[src/rtl/tconv_pass_scheduler_pkg.sv]
// Shared types and constants for the transpose-convolution pass scheduler.
// Holds the pass state encoding and array/BRAM timing constants.
package tconv_pass_scheduler_pkg;

    localparam int NUM_BRAMS_DEF = 16;
    localparam int BRAM_RD_LAT   = 1;
    localparam int SWEEP_W       = 5;

    typedef enum logic [2:0] {
        IDLE,
        W_RD,
        W_LOAD,
        CLR,
        IF_STREAM,
        DRAIN,
        OUT_SWEEP,
        DONE
    } state_t;

endpackage

[src/rtl/tconv_pass_scheduler_addr_gen.sv]
// Builds a one-hot read-enable vector and a flat per-lane address bus.
// Only the selected lane carries base+idx; all other lanes read address 0.
module tconv_addr_gen
    import tconv_pass_scheduler_pkg::*;
#(
    parameter int LANES  = NUM_BRAMS_DEF,
    parameter int ADDR_W = 10,
    parameter int IDX_W  = 10,
    parameter int SEL_W  = 4
) (
    input  logic                    en,
    input  logic [ADDR_W-1:0]       base,
    input  logic [IDX_W-1:0]        idx,
    input  logic [SEL_W-1:0]        lane,
    output logic [LANES-1:0]        re,
    output logic [LANES*ADDR_W-1:0] addr_flat
);

    logic [ADDR_W-1:0] addr;

    // Truncating the sum gives modulo-2^ADDR_W wrap for free.
    assign addr = base + ADDR_W'(idx);

    always_comb begin
        re        = '0;
        addr_flat = '0;
        if (en) begin
            for (int l = 0; l < LANES; l++) begin
                if (lane == SEL_W'(l)) begin
                    re[l]                       = 1'b1;
                    addr_flat[l*ADDR_W +: ADDR_W] = addr;
                end
            end
        end
    end

endmodule

[src/rtl/tconv_pass_scheduler.sv]
// Sequences one transpose-conv pass: weight row read/load, psum clear,
// ifmap stream, array drain, then an output column sweep.
module tconv_pass_scheduler
    import tconv_pass_scheduler_pkg::*;
#(
    parameter int NUM_BRAMS = NUM_BRAMS_DEF,
    parameter int W_ADDR_W  = 10,
    parameter int I_ADDR_W  = 10,
    parameter int LEN_W     = 10
) (
    input  logic                          clk,
    input  logic                          rst,
    input  logic                          start,
    input  logic [W_ADDR_W-1:0]           cfg_w_base,
    input  logic [I_ADDR_W-1:0]           cfg_if_base,
    input  logic [3:0]                    cfg_if_bram,
    input  logic [LEN_W-1:0]              cfg_if_len,
    output logic                          busy,
    output logic                          done,
    output logic [NUM_BRAMS-1:0]          w_re,
    output logic [NUM_BRAMS*W_ADDR_W-1:0] w_addr_rd_flat,
    output logic [NUM_BRAMS-1:0]          if_re,
    output logic [NUM_BRAMS*I_ADDR_W-1:0] if_addr_rd_flat,
    output logic [3:0]                    ifmap_sel,
    output logic [NUM_BRAMS-1:0]          en_weight_load,
    output logic [NUM_BRAMS-1:0]          en_ifmap_load,
    output logic [NUM_BRAMS-1:0]          en_psum,
    output logic [NUM_BRAMS-1:0]          clear_psum,
    output logic [NUM_BRAMS-1:0]          en_output,
    output logic [NUM_BRAMS-1:0]          ifmap_sel_ctrl,
    output logic [4:0]                    done_select
);

    localparam logic [SWEEP_W-1:0] LAST_COL = SWEEP_W'(NUM_BRAMS - 1);
    localparam logic [NUM_BRAMS-1:0] CTRL_MASK = {{(NUM_BRAMS-1){1'b1}}, 1'b0};

    state_t                        state;
    logic [W_ADDR_W-1:0]           w_base_q;
    logic [I_ADDR_W-1:0]           if_base_q;
    logic [3:0]                    if_bram_q;
    logic [LEN_W-1:0]              len_q;
    logic [LEN_W-1:0]              elem;
    logic [SWEEP_W-1:0]            col;
    logic [NUM_BRAMS-1:0]          ag_re;
    logic [NUM_BRAMS*I_ADDR_W-1:0] ag_addr;

    tconv_addr_gen #(
        .LANES  (NUM_BRAMS),
        .ADDR_W (I_ADDR_W),
        .IDX_W  (LEN_W),
        .SEL_W  (4)
    ) u_if_addr (
        .en        (state == IF_STREAM),
        .base      (if_base_q),
        .idx       (elem),
        .lane      (if_bram_q),
        .re        (ag_re),
        .addr_flat (ag_addr)
    );

    // Outputs are registered from the current state, so each phase
    // becomes visible on the edge after the state is entered.
    always_ff @(posedge clk or posedge rst) begin
        if (rst) begin
            state           <= IDLE;
            w_base_q        <= '0;
            if_base_q       <= '0;
            if_bram_q       <= '0;
            len_q           <= '0;
            elem            <= '0;
            col             <= '0;
            busy            <= 1'b0;
            done            <= 1'b0;
            w_re            <= '0;
            w_addr_rd_flat  <= '0;
            if_re           <= '0;
            if_addr_rd_flat <= '0;
            ifmap_sel       <= '0;
            en_weight_load  <= '0;
            en_ifmap_load   <= '0;
            en_psum         <= '0;
            clear_psum      <= '0;
            en_output       <= '0;
            ifmap_sel_ctrl  <= '0;
            done_select     <= '0;
        end else begin
            busy            <= (state != IDLE);
            done            <= 1'b0;
            w_re            <= '0;
            w_addr_rd_flat  <= '0;
            if_re           <= ag_re;
            if_addr_rd_flat <= ag_addr;
            ifmap_sel       <= '0;
            en_weight_load  <= '0;
            en_ifmap_load   <= '0;
            en_psum         <= '0;
            clear_psum      <= '0;
            en_output       <= '0;
            ifmap_sel_ctrl  <= '0;
            done_select     <= '0;

            unique case (state)
                IDLE: begin
                    if (start && !busy) begin
                        w_base_q  <= cfg_w_base;
                        if_base_q <= cfg_if_base;
                        if_bram_q <= cfg_if_bram;
                        len_q     <= cfg_if_len;
                        state     <= W_RD;
                    end
                end
                W_RD: begin
                    w_re           <= '1;
                    w_addr_rd_flat <= {NUM_BRAMS{w_base_q}};
                    state          <= W_LOAD;
                end
                W_LOAD: begin
                    en_weight_load <= '1;
                    state          <= CLR;
                end
                CLR: begin
                    clear_psum <= '1;
                    elem       <= '0;
                    col        <= '0;
                    state      <= (len_q == '0) ? OUT_SWEEP : IF_STREAM;
                end
                IF_STREAM: begin
                    ifmap_sel <= if_bram_q;
                    // Compute trails the first read by the BRAM latency.
                    if (elem != '0) begin
                        en_ifmap_load  <= '1;
                        en_psum        <= '1;
                        ifmap_sel_ctrl <= CTRL_MASK;
                    end
                    if (elem == len_q - LEN_W'(1)) begin
                        state <= DRAIN;
                    end else begin
                        elem <= elem + LEN_W'(1);
                    end
                end
                DRAIN: begin
                    en_ifmap_load  <= '1;
                    en_psum        <= '1;
                    ifmap_sel_ctrl <= CTRL_MASK;
                    if (col == LAST_COL) begin
                        col   <= '0;
                        state <= OUT_SWEEP;
                    end else begin
                        col <= col + SWEEP_W'(1);
                    end
                end
                OUT_SWEEP: begin
                    en_output   <= '1;
                    done_select <= col;
                    if (col == LAST_COL) begin
                        col   <= '0;
                        state <= DONE;
                    end else begin
                        col <= col + SWEEP_W'(1);
                    end
                end
                DONE: begin
                    done  <= 1'b1;
                    state <= IDLE;
                end
                default: state <= IDLE;
            endcase
        end
    end

endmodule

[config.mk]
export PLATFORM = sky130hd
export DESIGN_NAME = tconv_pass_scheduler
export DESIGN_NICKNAME = d
export VERILOG_FILES = /design/src/rtl/tconv_pass_scheduler_pkg.sv /design/src/rtl/tconv_pass_scheduler_addr_gen.sv /design/src/rtl/tconv_pass_scheduler.sv
export SDC_FILE = /design/constraint.sdc
export NUM_CORES = 1
export LEC_CHECK = 0
export ABC_CLOCK_PERIOD_IN_PS = 9700
export CAP_MARGIN = 30
export CELL_PAD_IN_SITES_DETAIL_PLACEMENT = 0
export CELL_PAD_IN_SITES_GLOBAL_PLACEMENT = 2
export CORE_UTILIZATION = 25
export CTS_CLUSTER_DIAMETER = 100
export CTS_CLUSTER_SIZE = 10
export DETAILED_ROUTE_END_ITERATION = 10
export PLACE_DENSITY_LB_ADDON = 0.1
export SETUP_SLACK_MARGIN = 0.1
export SLEW_MARGIN = 10
export SYNTH_ARGS = -nofsm -noshare
export SYNTH_HDL_FRONTEND = slang
export SYNTH_SLANG_ARGS = --single-unit
[constraint.sdc]
create_clock -name clk -period 9.7 [get_ports clk]
set_input_delay 1.94 -clock clk [delete_from_list [all_inputs] [get_ports clk]]
set_output_delay 1.94 -clock clk [all_outputs]
set_load 0.005 [all_outputs]
==> flow_metrics.env <==
export IMPL_seq_area_frac_synth=0.580
export IMPL_pwr_density_cell_nw_per_um2=247
export IMPL_clock_sinks=254
export IMPL_ctsResizeCount=0
export IMPL_drive_gt1_frac=0.0740
export IMPL_slowest_delay_ns=0.76
export IMPL_synth_top_area_cell="dfrtp_1"
export IMPL_hpwlAfterDp_um=24500
export IMPL_hold_ws_ns=0.463
export IMPL_syn_nets=1043
export IMPL_grt_max_degree=147
export IMPL_p_leak_nw=6.85
export IMPL_wl_per_cell_um=18.8
export IMPL_avgSynthCellArea_um2=11.0
export IMPL_hold_depth=1
export IMPL_relSlewSlack=0.428
export IMPL_end_kind="primary output"
export IMPL_routed_wirelength_um=34100
export IMPL_io_buffers=494
export IMPL_min_period_over_period=0.402
export IMPL_antenna_cells=0
export IMPL_grt_pass1_vias=7279
export IMPL_insertion_delay_ns=0.56
export IMPL_path_clk_slew_ns=0.06
export IMPL_gp_congestion=0.709
export IMPL_fmax_mhz=256
export IMPL_synth_warnings=0
export IMPL_synth_edf_count=0
export IMPL_core_rowCount=76
export IMPL_nets=1281
export IMPL_critPathLaunchType="register"
export IMPL_tns_ns=0
export IMPL_drt_iter0_drc=258
export IMPL_crit_type="register to primary output"
export IMPL_worstMarginPinSlew_ns=0.858
export IMPL_required_ns=7.76
export IMPL_slew_violations=0
export IMPL_cts_root_buffer="clkbuf_16"
export IMPL_vias_per_cell=3.98
export IMPL_dr_pass1_iters=4
export IMPL_tritoncts="built"
export IMPL_drv_cap=0
export IMPL_finalHoldViolations=0
export IMPL_antenna_left=0
export IMPL_hp_class="register to register"
export IMPL_synthMostInstantiatedCell="buf_4"
export IMPL_synth_area_leaders="dfrtp_1, buf_4, nor2_1"
export IMPL_vias=7215
export IMPL_grt_overflow=0
export IMPL_synth_seq_cells=254
export IMPL_finalSetupViolCount=0
export IMPL_core_area_um2=43200
export IMPL_syn_to_final_growth_pct=41.5
export IMPL_grt_pass1_wl_um=49500
export IMPL_synth_top_area_frac=0.580
export IMPL_die_h_um=211
export IMPL_die_x_um=211
export IMPL_status="finished clean"
export IMPL_async_flop_share=1.00
export IMPL_synth_main_ff_cell="dfrtp_1"
export IMPL_yosysUniqueCellTypes=49
export IMPL_fin_crit_ns=3.90
export IMPL_crit_chain="clkdlybuf4s50_1"
export IMPL_ff2ff_path_depth=9
export IMPL_start_util=0.254
export IMPL_syn_area_um2=11000
export IMPL_utilization=0.359
export IMPL_clk_path_buf_depth=3
export IMPL_synth_common_cells="buf_4, dfrtp_1, nor2_1, clkbuf_1, mux2_2"
export IMPL_h_tree_depth=1
export IMPL_die_area_um2=44600
export IMPL_track_usage=0.150
export IMPL_peakVddDrop_uv=112
export IMPL_drc=0
export IMPL_syn_inst=992
export IMPL_skew_ns=0.0167
export IMPL_crit_family="flip-flops"
export IMPL_cts_buffers_inserted=29
export IMPL_rsz0062_at_grt="no"
export IMPL_io_pins=496
export IMPL_cts_hold_buf=0
export IMPL_antenna_found_initial=0
export IMPL_cpMaxStageDelayCell="dfrtp_1"
export IMPL_worstPathMaxFanout=16
export IMPL_path_depth=1
export IMPL_cts_setup_buffers=0
export IMPL_worst_path_buf_inv=1
export IMPL_crit_arrival_ns=1.96
placed cells by master, fill, tap and decap left out, types with 2 or more instances in the layout:
master and n:
dfrtp_1 254, a21oi_1 10, nor3_2 3, xor2_1 6, nand4_1 4, nand2_1 29, ha_1 13, nand3_1 16
buf_4 8, clkdlybuf4s50_1 494, mux2_2 34, o211ai_1 5, nand2b_1 4, inv_1 30, and3_1 3, o21a_1 2
a31oi_1 4, nor2b_1 8, and2_1 21, or3_1 5, nor2_1 160, xnor2_2 4, xnor2_1 8, o21ai_0 19
clkbuf_16 29, nor4_1 2, xor2_2 3, buf_16 2, nor3_1 20, o31ai_1 4
power by group:
part           leakage (nW)  switching, mW  internal, mW  total (mW)
registers              3.48          0.179          1.19        1.37
logic                  3.01          0.697         0.818        1.52
clock network         0.366          0.420         0.523       0.944
total                  6.85           1.30          2.53        3.82
metrics by stage:
step | power (mW) | cell area, um^2 | instances | setup WS [ns]
2_1_floorplan | 2.28 | 11000 | 992 | 0.775
3_3_place_gp | 2.91 | 14700 | 1781 | 5.81
3_5_place_dp | 2.95 | 14700 | 1783 | 5.81
4_1_cts | 3.92 | 15500 | 1814 | 5.66
5_1_grt | 4.07 | 15500 | 1815 | 5.65
6_report | 3.82 | 15500 | 1815 | 5.80
worst register-to-register path, cell delays in order, from the launching register on:
cell       delay, ns
dfrtp_1         0.43
inv_1           0.08
ha_1            0.25
nor4b_4         0.42
a31oi_1         0.15
a221oi_1        0.35
nor3_2          0.11
o21ai_0         0.65
o2111ai_1       0.19
o21ai_0         0.12
per-layer routing:
metal	wire, um	GRT usage
met5	0	0
met4	757	0.0375
met2	17200	0.264
met3	2010	0.0312
met1	14200	0.185
logic make-up after synthesis:
family	count (synthesis)	share of synthesized area
mux	34	0.0350
xor+xnor	21	0.0168
compound gates	55	0.0315
flops	254	0.580
simple gates	283	0.118
fa+ha+maj	14	0.0167
other cells	1	0.000342
buf+inv	330	0.202
layout make-up:
type | instances | area (um^2)
Clock buffer | 29 | 726
Clock inverter | 2 | 17.5
Fill cell | 4349 | 27700
Inverter | 31 | 124
Multi-Input combinational cell | 408 | 2450
Sequential cell | 254 | 6360
Tap cell | 585 | 732
Timing Repair Buffer | 506 | 5090
state kept, by name, indices dropped and copies added (netlist names):
name             count
en_weight_load       1
len_q               10
ifmap_sel            4
en_output            1
done_select          5
clear_psum           1
if_re               16
done                 1
if_bram_q            4
col                  5
en_psum              1
state                3
if_addr_rd_flat    160
w_re                 1
busy                 1
if_base_q           10
w_addr_rd_flat      10
w_base_q            10
elem                10
final timing paths:
check,end,slack [ns],startpoint
worst max-delay path,w_addr_rd_flat[97],5.80,w_addr_rd_flat[157]
worst min-delay path,w_addr_rd_flat[150],0.46,w_base_q[0]
worst max register to register,state[0],6.88,len_q[0]
worst min register to register,w_addr_rd_flat[150],0.46,w_base_q[0]
max in group asynchronous,if_addr_rd_flat[71],6.40,rst
min in group asynchronous,if_re[5],1.92,rst
(Power assumes the default switching activity.)
==> RTL change 1, RTL diff (same settings) <==
Remove the register `if_addr_rd_flat`: a continuous assignment takes its place, so the output `if_addr_rd_flat` follows one clock earlier.
--- a/src/rtl/tconv_pass_scheduler.sv
+++ b/src/rtl/tconv_pass_scheduler.sv
@@ -75,5 +75,4 @@
             w_addr_rd_flat  <= '0;
             if_re           <= '0;
-            if_addr_rd_flat <= '0;
             ifmap_sel       <= '0;
             en_weight_load  <= '0;
@@ -90,5 +89,4 @@
             w_addr_rd_flat  <= '0;
             if_re           <= ag_re;
-            if_addr_rd_flat <= ag_addr;
             ifmap_sel       <= '0;
             en_weight_load  <= '0;
@@ -169,4 +167,6 @@
     end
 
+    assign if_addr_rd_flat = ag_addr;
+
 endmodule
 
Check against the original RTL: no difference found for any inputs over 4 cycles, from zero or initial values and one cycle with rst high; that may be too few to reach the edited logic, so the function may still have changed.
==> RTL change 1 against the original RTL <==
Sequential power decreased by 50%; utilization increased by 3.6 points; total power decreased by 34%; sequential cell count decreased by 160; critical path depth increased by 6; design area decreased by 31%; register-to-register slack got worse by 0.06 ns; highest routed layer unchanged; area after synthesis decreased by 36%; cell count decreased by 22%; wire length decreased by 28%; combinational power decreased by 3%; worst hold slack improved by 0.0048 ns; setup slack got worse by 1.3 ns.
==> RTL change 1: results (changes against the original RTL) <==
stage;metric;value;unit;change
critical_path;worstPathMaxFanout;11;;-5
drt;drt_iter0_drc;179;;-31%
yosys;synth_commonest_cells;buf_4 (257), nor2_1 (179), dfrtp_1 (94), clkbuf_1 (36), mux2_2 (34);;
sta;maxSlewHeadroom;44.4;%;+1.6 points
yosys;net_count_after_synthesis;879;;-16%
critical_path;arrival;3.31;ns;+1.35 ns
clock_network;clock_latency;0.35;ns;-0.21 ns
run_status;run_status;finished, final reports clean;;
grt;antenna_found_initial;0;;unchanged
clock_network;htree_levels;3;;+2
yosys;ys_seq_area_share;33.6;%;-24 points
placed_design;detailedPlacementHpwl;19000;µm;-22%
grt;grt_first_pass_wirelength;35500;µm;-28%
cells_and_area;final_nets;1095;;-15%
yosys;ys_top_cells_by_area;dfrtp_1 (34%), buf_4 (28%), nor2_1 (9.6%);;
cells_and_area;flip_flop_count_of_the_largest_register_all_copies_and_words_added;16;;-90%
grt;grt_pass1_vias;5549;;-24%
drt;routed_wl;24700;µm;-28%
sta;setup_skew_after_layout;0.00639;ns;-0.0103 ns
drt;vias;5756;;-20%
placed_design;placed_cell_area;10400;µm²;-29%
cells_and_area;registers.top_by_ff_count;if_re;;
placed_design;dp_slack;4.75;ns;-1.07 ns
pwr;ir_worst_vdd;0.0000847;V;-25%
critical_path;crit_path_top_delay_cell;clkdlybuf4s50_1;;
grt;grtUsageTotal;16.3;%;+1.4 points
clock_network;tritoncts.num_buffers;9;;-69%
placed_design;place.gp.congestion;0.770;;+8.5%
yosys;post_synth_num_cell_types;51;;+4.1%
pwr;p_leak;4.38;nW;-36%
cells_and_area;drive_above_1_share;7.15;%;-0.25 points
critical_path;crit_path_max_cell_delay;0.57;ns;-0.19 ns
clock_network;cts-root-to-sink-buffers;2;;-1
grt;grt_max_degree;60;;-59%
yosys;synthFlopType;dfrtp_1;;
## RTL change 1: cell count changes in the layout (fill, tap and decap cells not counted), sizes merged, moves of 4 or more
cell,delta
nor3,-19
a211oi,+5
nor4,+4
clkbuf,-19
a31oi,-4
nor2,+19
dfrtp,-160
o21ai,-7
xnor2,+9
nand3,-6
## RTL change 1: worst max-delay path: cells and delay by family, from the launching register on
family,cells,cell delay (ns)
DFF,1,0.47
and+or+nand+nor,6,1.92
buffers and inverters,1,0.57
## RTL change 1: layout make-up
cell class,count,area [µm²]
inverters,31,119
clock inverters,6,61.3
clock buffers,10,239
multi-input cells,403,2440
fillers,2736,16400
well taps,372,465
repair buffers,505,5070
flip-flops and latches,94,2350
## RTL change 1: per-layer routing
layer / routed length (µm) / track usage [%] / up-vias
met3: 2100 / 5.22 / 19
met1: 9510 / 17.5 / 2687
li1: - / - / 2766
met2: 12700 / 30.8 / 284
met4: 324 / 3.92 / 0
met5: 0 / 0 / -
## RTL change 1: final timing paths
path	start	to	slack, ns	depth (start not counted)
setup / recovery	state[1]	if_addr_rd_flat[134]	4.45	7
hold / removal	w_base_q[9]	w_addr_rd_flat[149]	0.47	1
setup reg to reg	len_q[0]	elem[1]	6.82	9
hold reg to reg	w_base_q[9]	w_addr_rd_flat[149]	0.47	1
max in group asynchronous	rst	len_q[2]	6.54	3
min in group asynchronous	rst	en_output[14]	1.95	2
## RTL change 1: cells by family after synthesis
logic type | Yosys count | share of synthesized area (%)
buffers and inverters | 331 | 31.7
and+or+nand+nor | 283 | 18.3
DFF | 94 | 33.6
AOI/OAI and AO/OA | 39 | 3.97
muxes | 36 | 5.78
xor gates and xnor gates | 30 | 3.95
adders and majority gates | 14 | 2.61
other | 1 | 0.0536
## RTL change 1: per-stage QoR
step                hold WS (ns)  power, W  instances
global route               0.498   0.00273       1421
finish                     0.468   0.00254       1421
floorplan                  0.447   0.00164        828
CTS                        0.475   0.00260       1420
detailed placement         0.459   0.00221       1404
global placement           0.454   0.00221       1402
## RTL change 1: power by group
group          switching [W]  internal (W)  leakage, nW
logic               0.000632      0.000852         3.01
clock network       0.000160      0.000206        0.148
registers           0.000180      0.000509         1.22
==> RTL change 2, RTL diff (same flow settings) <==
Without the edit above. The package constant `NUM_BRAMS_DEF` goes from 16 to 8.
--- a/src/rtl/tconv_pass_scheduler_pkg.sv
+++ b/src/rtl/tconv_pass_scheduler_pkg.sv
@@ -3,5 +3,5 @@
 package tconv_pass_scheduler_pkg;
 
-    localparam int NUM_BRAMS_DEF = 16;
+    localparam int NUM_BRAMS_DEF = 8;
     localparam int BRAM_RD_LAT   = 1;
     localparam int SWEEP_W       = 5;
Ports: changed (10 resized); port bits go from 496 to 272. The function was not compared with the original's and may differ.
==> RTL change 2 against the original RTL <==
Setup slack better by 0.21 ns; non-clock buffer count fell by 232; wire length down 40%; sequential power is 27% lower; total power decreased by 31%; design area is 33% lower; critical path type unchanged; area after synthesis decreased by 31%; die area fell by 31%; combinational power fell by 35%; highest routed layer is now met5; sequential cell count down 88.
==> RTL change 2: results (changes against the original RTL) <==
stage;metric;value;unit;change
placed_design;placement.io_buffers;270;;-45%
critical_path;critical-path-top-delay-family;flip-flops;;
grt;antenna_found_initial;1;;+1
sta;maxSlewHeadroom;43.2;%;+0.46 points
clock_network;cts.root.buffer_cell;clkbuf_16;;
sta;setup_skew_after_layout;0.0201;ns;+0.00345 ns
yosys;synthFlopType;dfrtp_1;;
pwr;p_leak;4.58;nW;-33%
cells_and_area;num_antenna_cells;0;;unchanged
clock_network;cts-root-to-sink-buffers;2;;-1
grt;grtUsageTotal;13.8;%;-1.2 points
cells_and_area;registers.top_by_ff_count;if_addr_rd_flat;;
critical_path;crit_path_top_delay_cell;dfrtp_1;;
placed_design;placed_cell_area;9790;µm²;-34%
critical_path;arrival;1.75;ns;-0.21 ns
run_status;run_status;finished, final reports clean;;
pwr;internal_power_consumption;0.00169;W;-33%
grt;grt_first_pass_wirelength;31700;µm;-36%
yosys;synth-compound-area-share;5.68;%;+2.5 points
yosys;synth-async-reset-ratio;100;%;unchanged
pwr;ir_worst_vdd;0.0000947;V;-16%
critical_path;crit_path_max_cell_delay;0.70;ns;-0.06 ns
worst_hold_path;hold_path_class;reg -> reg;;
clock_network;cts_setup_buffers;0;;unchanged
yosys;ys.warnings.count;0;;unchanged
clock_network;cts_resized;0;;unchanged
drt;drt_iter0_drc;287;;+11%
clock_network;htree_levels;4;;+3
clock_network;tritoncts.num_buffers;17;;-41%
yosys;post_synth_mux_area_share;5.86;%;+2.4 points
clock_network;clk_pin_slew_worst_paths;0.07;ns;
yosys;ys_top_cells_by_area;dfrtp_1 (55%), buf_4 (12%), nor2_1 (5.2%);;
clock_network;clock_latency;0.44;ns;-0.12 ns
cells_and_area;final_nets;886;;-31%
yosys;net_count_after_synthesis;738;;-29%
cells_and_area;flip_flop_count_of_the_largest_register_all_copies_and_words_added;80;;-50%
drt;wl_per_cell;16.6;µm;-12%
yosys;ys_seq_area_share;55.0;%;-3.1 points
critical_path;worstPathMaxFanout;23;;+7
yosys;synth_xor_xnor_area_share;2.53;%;+0.85 points
placed_design;detailedPlacementHpwl;15100;µm;-38%
drt;drtPass1Iterations;5;;+1
cells_and_area;fill_cells;2951;;-32%
placed_design;place.gp.congestion;0.715;;+0.76%
yosys;synth_commonest_cells;dfrtp_1 (166), buf_4 (121), nor2_1 (105), mux2_2 (34), nand2_1 (32);;
yosys;synth_adder_area_share;2.58;%;+0.92 points
yosys;post_synth_num_cell_types;63;;+29%
cells_and_area;drive_above_1_share;10.3;%;+2.9 points
grt;grt_max_degree;63;;-57%
drt;vias_per_cell;4.22;;+6.3%
grt;grt_pass1_vias;5349;;-27%
## RTL change 2: routing by layer
metal | vias to the layer above | global-route usage (%) | wire, µm
met4 | 2 | 4.13 | 268
met5 | - | 0 | 13
li1 | 2434 | - | -
met2 | 199 | 23.6 | 10200
met1 | 2571 | 17.0 | 9020
met3 | 20 | 3.46 | 1120
## RTL change 2: worst register-to-register path, delay by kind of cell (launching register included)
family | cells | cell delay, ns
XOR/XNOR | 1 | 0.69
flip-flops | 1 | 0.48
AO/OA/AOI/OAI | 4 | 0.71
AND/OR/NAND/NOR | 2 | 0.19
adder cells (fa/ha/maj) | 2 | 0.49
buffers and inverters | 1 | 0.08
## RTL change 2: cell type report
| type | count | share of cell area (%) |
|---|---|---|
| Clock buffer | 18 | 4.13 |
| Inverter | 25 | 0.950 |
| Sequential cell | 166 | 39.9 |
| Timing Repair Buffer | 274 | 26.6 |
| Multi-Input combinational cell | 350 | 22.2 |
| Clock inverter | 14 | 1.55 |
| Tap cell | 390 | 4.69 |
## RTL change 2: worst paths after layout
kind	cells after the start	to	startpoint	slack (ns)
worst max-delay path	1	en_psum[2]	en_psum[6]	6.01
worst min-delay path	1	w_addr_rd_flat[71]	w_base_q[1]	0.46
worst max register to register	10	if_addr_rd_flat[68]	elem[0]	6.93
worst min register to register	1	w_addr_rd_flat[71]	w_base_q[1]	0.46
max in group asynchronous	4	w_base_q[5]	rst	6.34
min in group asynchronous	2	if_re[7]	rst	1.89
## RTL change 2: cell families (layout without fill, tap and decap cells)
kind of cell / Yosys count / after routing
AOI/OAI and AO/OA: 59 / 59
xor gates and xnor gates: 21 / 21
adders and majority gates: 15 / 15
buffers and inverters: 170 / 331
DFF: 166 / 166
muxes: 40 / 40
other: 1 / 1
and+or+nand+nor: 214 / 214
## RTL change 2: through the flow
| stage | hold WS (ns) | std cells | worst slack [ns] | util, % | power (W) |
|---|---|---|---|---|---|
| detailed placement | 0.456 | 1204 | 5.49 | 32.9 | 0.00201 |
| finish | 0.464 | 1237 | 6.01 | 35.0 | 0.00265 |
| global route | 0.483 | 1237 | 5.87 | 35.0 | 0.00284 |
| floorplan | 0.447 | 686 | 3.27 | - | 0.00164 |
| CTS | 0.467 | 1236 | 5.95 | 34.9 | 0.00270 |
| global placement | 0.461 | 1202 | 5.60 | 32.8 | 0.00200 |
## RTL change 2: power by group through the flow
stage                     Clock (W)  Sequential [W]  Combinational (W)
after global routing       0.000725         0.00103            0.00109
after floorplan                   0        0.000928           0.000716
final                      0.000675        0.000994           0.000981
after detailed placement          0         0.00101           0.000993
after CTS                  0.000697         0.00100            0.00100
after global placement            0         0.00101           0.000987
